### src/rtl/memory_dumper_pkg.sv
// Shared constants and FSM encoding for the memory dump engine.
package memory_dumper_pkg;

  localparam int DEFAULT_ADDR_WIDTH = 8;
  localparam int DEFAULT_DATA_WIDTH = 8;

  typedef enum logic [2:0] {
    IDLE    = 3'd0,
    FETCH   = 3'd1,
    CAPTURE = 3'd2,
    SEND    = 3'd3,
    DONE    = 3'd4
  } dump_state_t;

endpackage

### src/rtl/memory_dumper.sv
// Streams a contiguous (wrapping) range of data_memory words to a ready/valid sink.
module memory_dumper
  import memory_dumper_pkg::*;
#(
  parameter int ADDR_WIDTH = DEFAULT_ADDR_WIDTH,
  parameter int DATA_WIDTH = DEFAULT_DATA_WIDTH
) (
  input  logic                  clock,
  input  logic                  reset,
  input  logic                  start,
  input  logic [ADDR_WIDTH-1:0] base_addr,
  input  logic [ADDR_WIDTH:0]   length,
  output logic [ADDR_WIDTH-1:0] mem_address,
  input  logic [DATA_WIDTH-1:0] mem_data,
  output logic [DATA_WIDTH-1:0] out_data,
  output logic                  out_valid,
  input  logic                  out_ready,
  output logic                  busy,
  output logic                  done
);

  localparam logic [ADDR_WIDTH:0] REM_ONE = (ADDR_WIDTH+1)'(1);

  dump_state_t           state, state_nxt;
  logic [ADDR_WIDTH:0]   remaining;
  logic                  start_ok;
  logic                  xfer;

  assign start_ok = start && (length != '0);
  assign xfer     = (state == SEND) && out_ready;

  always_ff @(posedge clock or negedge reset) begin
    if (!reset) state <= IDLE;
    else        state <= state_nxt;
  end

  always_comb begin
    state_nxt = state;
    unique case (state)
      IDLE:    if (start) state_nxt = (length != '0) ? FETCH : DONE;
      FETCH:   state_nxt = CAPTURE;
      CAPTURE: state_nxt = SEND;
      SEND:    if (out_ready) state_nxt = (remaining > REM_ONE) ? FETCH : DONE;
      DONE:    state_nxt = IDLE;
      default: state_nxt = IDLE;
    endcase
  end

  // busy/out_valid/done decode straight from state so reset clears them immediately.
  always_comb begin
    busy      = 1'b0;
    out_valid = 1'b0;
    done      = 1'b0;
    unique case (state)
      FETCH, CAPTURE: busy = 1'b1;
      SEND: begin
        busy      = 1'b1;
        out_valid = 1'b1;
      end
      DONE:    done = 1'b1;
      default: ;
    endcase
  end

  always_ff @(posedge clock or negedge reset) begin
    if (!reset) begin
      mem_address <= '0;
      out_data    <= '0;
      remaining   <= '0;
    end else begin
      if (state == IDLE && start_ok) begin
        mem_address <= base_addr;
        remaining   <= length;
      end
      if (state == CAPTURE) out_data <= mem_data;
      if (xfer) begin
        remaining <= remaining - REM_ONE;
        // Address stays on the last word when the dump ends.
        if (remaining > REM_ONE) mem_address <= mem_address + 1'b1;
      end
    end
  end

endmodule

### config.mk
export PLATFORM = sky130hd
export DESIGN_NAME = memory_dumper
export DESIGN_NICKNAME = d
export VERILOG_FILES = /design/src/rtl/memory_dumper_pkg.sv /design/src/rtl/memory_dumper.sv
export SDC_FILE = /design/constraint.sdc
export NUM_CORES = 1
export LEC_CHECK = 0
export CAP_MARGIN = 10
export CORE_ASPECT_RATIO = 1.75
export CORE_UTILIZATION = 46
export DETAILED_ROUTE_END_ITERATION = 8
export PLACE_DENSITY_LB_ADDON = 0.2
export SLEW_MARGIN = 20
export SYNTH_ARGS = -nofsm -noshare
export SYNTH_HDL_FRONTEND = slang
export SYNTH_SLANG_ARGS = --single-unit
export TNS_END_PERCENT = 5
### constraint.sdc
create_clock -name clock -period 2.15 [get_ports clock]
set_input_delay 0.43 -clock clock [delete_from_list [all_inputs] [get_ports clock]]
set_output_delay 0.43 -clock clock [all_outputs]
set_load 0.005 [all_outputs]
==> summary.txt <==
Pwr
  – Tot Pwr: ~2800 uW
  – Pwr Density: 1224 nW/um^2
  – Comb pwr share: 0.474
  – P_sw: ~960 uW
  – Clk pwr share: 0.151
  – Internal power: approximately 1800 uW
  – Peak supply drop: 0.7064 mV
  – Share of total power in sequential cells: 0.375
  – Switching Share: 0.3459
  – Pleak: between 0.0009 and 0.001 uW

Finish
  – # diodes: 0
  – Share of layout cells above drive strength 1: 0.2381
  – Non-filler cells, final: between 200 and 300
  – Post-layout nets: 243
  – P&R area growth vs syn: 47.79%

Global routing
  – Largest net degree at the start of global routing: 29
  – Initial antenna violation count: 0
  – Number of global-route vias before repair: between 1000 and 1500
  – GR Overflow Total: 0
  – Overall routing resource usage: 0.2647
  – First-pass GRT wire length: around 7000 um

STA
  – Setup violations, final: 0
  – RSZ-0062 raised after global routing: no
  – Final Cycle Share: 0.9861
  – Rel. slew slack: 0.5840
  – Clk_skew: ~5.3 ps
  – Setup TNS: 0 ps
  – Endpoints failing hold: 0
  – Hold_ws: between 400 and 500 ps
  – Least-Margin Pin Slew: 620.6 ps
  – Max-slew violation count: 0
  – Post-layout minimum cycle time: between 2000 and 2500 ps
  – Fmax: between 400 and 500 MHz
  – Worst setup margin: roughly 30 ps

Yosys
  – Synth top area share: 0.4583
  – Yosys reg bits: 28
  – Area of the mapped netlist: 1529 um^2
  – EDFF count, synth: 0
  – Synth Instances: between 100 and 150
  – Synth cell types: 45
  – Ranking of synthesized cells by area: dfrtp_1 46%, mux2_2 7.4%, nand3_1 3.6%, o221a_2 2.9%, ha_1 2.5%
  – Register area share after synthesis: 0.4583
  – Avg Synthesized Cell Area: about 10 um^2
  – Ys flop type: dfrtp_1
  – Syn. warnings: 0
  – Post-synth top area cell: dfrtp_1
  – Syn nets: ~180
  – Synth async-reset ratio: 1.000

Worst setup path
  – Crit Path Class: primary input to register
  – Worst-path fanout max: 3
  – Startpoint types: primary input
  – WP data arrival: approximately 2300 ps
  – Reg2Reg Setup Slack: roughly 180 ps
  – Critical path required time: 2350 ps
  – CP endpoint kind: register
  – CP startpoint: length[5]
  – RR Startpoint: state[0]

Floorplanning
  – Die height: ~80 um
  – # rows: 27
  – Die width: between 40 and 50 um
  – # IOs: 48
  – Die footprint: around 3600 um^2
  – Initial Util: 0.4867
  – Core Area: between 3000 and 4000 um^2

CTS
  – CTS root buffer: clkbuf_8
  – Clock-pin slew on the worst setup and hold paths: roughly 90 ps
  – H-tree levels: 1
  – # hold bufs at CTS: 0
  – CTS tree: yes
  – CTS max path bufs: 2
  – Skew-Pair Late Insertion Delay: 280 ps
  – CTS Buf Count: 3
  – Post-CTS setup buffers: 0
  – TritonCTS Sinks: 28

Flow run
  – Number of max-cap violations: 0

Drt
  – DRT Pass-1 Iters: 4
  – DRT antenna net count: 0
  – DRT iter0 DRCs: 28
  – Wire length per cell: 16.99 um
  – Routed length on met3: between 200 and 250 um
  – Via count: 1505
  – Vias/cell: a little under 6
  – Post-route DRC: 0
  – Wl on met1: around 1600 um
  – Met2 wire len: ~2400 um
  – Drt total wl: 4299 um
  – DR top layer: met4

Place
  – Place WS: -407.3 ps
  – Gpl congestion: roughly 0.9
  – Dpl hpwl: roughly 3200 um
  – Placed Instances: 249
  – Port bufs: 47

Worst hold path
  – Hold Path Origin: length[6]
  – Worst min path class: primary input to register

Run status
  – Status: finished clean
==> path summary, 6_finish.rpt <==
check	cells after the start	end
setup / recovery	5	state[2]
hold / removal	3	remaining[6]
hold reg to reg	1	out_data[7]
max in group asynchronous	2	remaining[3]
min in group asynchronous	2	out_data[0]
setup reg to reg	5	mem_address[4]
==> cells in the final DEF (no fill, tap or decap), types with 2 or more instances in the layout <==
master,netlist,routed
a211oi_1,2,2
a21oi_1,3,2
a221o_1,2,2
a31oi_1,3,3
and3_1,3,3
and4_1,2,2
buf_4,1,20
clkbuf_8,0,3
clkdlybuf4s50_1,0,41
dfrtp_1,28,28
dlygate4sd2_1,0,4
dlymetal6s2s_1,0,2
ha_1,3,3
inv_1,4,4
mux2_2,10,10
mux2i_1,3,3
nand2_1,10,10
nand3_1,11,11
nand4_1,5,5
nor2_1,6,6
nor3_1,5,5
o211ai_1,4,4
o21ai_0,2,2
o221a_2,4,4
o22ai_1,3,3
or2_2,2,2
or3_1,4,2
or3_4,0,2
==> worst max-delay path: stages <==
cell and delay (ps):
clkdlybuf4s50_1 430, or3_4 360, or3_4 400, or4b_4 540, a21oi_2 170
==> Yosys cell counts, types with 2 or more instances <==
cell type / instances
and4_1: 2
nand2_1: 10
nor2_1: 6
mux2_2: 10
a31oi_1: 3
o21ai_0: 2
and3_1: 3
nor3_1: 5
a211oi_1: 2
dfrtp_1: 28
or3_1: 4
or2_2: 2
o22ai_1: 3
clkbuf_1: 4
inv_1: 4
a221o_1: 2
o211ai_1: 4
o221a_2: 4
ha_1: 3
a21oi_1: 3
nand3_1: 11
nand4_1: 5
buf_2: 2
mux2i_1: 3
==> sequential cells by signal (all words and copies together), names as in the netlist <==
| signal | flops |
|---|---|
| remaining | 9 |
| mem_address | 8 |
| out_data | 8 |
| state | 3 |
==> repair_timing <==
item                                    4_1_cts  5_1_grt
resized for setup                             7        3
endpoints found under the setup margin        5        1
hold endpoints to repair                      0        0
pin swaps                                     4        3
==> per-layer routing <==
| layer | track usage | up-vias |
|---|---|---|
| li1 | - | 700 |
| met1 | 0.2846 | 738 |
| met2 | 0.4871 | 59 |
| met3 | 0.03678 | 8 |
| met4 | 0.09697 | 0 |
| met5 | 0 | - |
==> power groups by stage <==
stage	Sequential (uW)	Clock (uW)	Combinational [uW]
after global placement	1010	0	1260
after detailed placement	1040	0	1310
after CTS	1030	421	1320
after global routing	1070	437	1440
after floorplan	979	0	683
final	1040	417	1310
==> area by class of cell <==
type	count	area, um^2
flip-flops and latches	28	700.7
clock inverters	1	30.03
fillers	258	882.1
repair buffers	67	620.6
clock buffers	3	41.29
multi-input cells	107	798.3
well taps	43	53.80
inverters	4	15.01
==> cell families (layout without fill, tap and decap cells) <==
| kind of cell | after synthesis | count (layout) | share of synthesized area |
|---|---|---|---|
| DFF | 28 | 28 | 0.4583 |
| buffers and inverters | 11 | 75 | 0.03109 |
| AOI/OAI and AO/OA | 31 | 31 | 0.1637 |
| and+or+nand+nor | 60 | 60 | 0.2291 |
| muxes | 13 | 13 | 0.09329 |
| adders and majority gates | 3 | 3 | 0.02455 |
==> metrics by stage <==
step                        util  cell area, um^2
after floorplan                -             1529
after global placement    0.6910             2171
after detailed placement  0.6910             2171
after CTS                 0.7160             2250
after global routing      0.7192             2260
final                     0.7192             2260
Power figures use the tool's default switching activity.
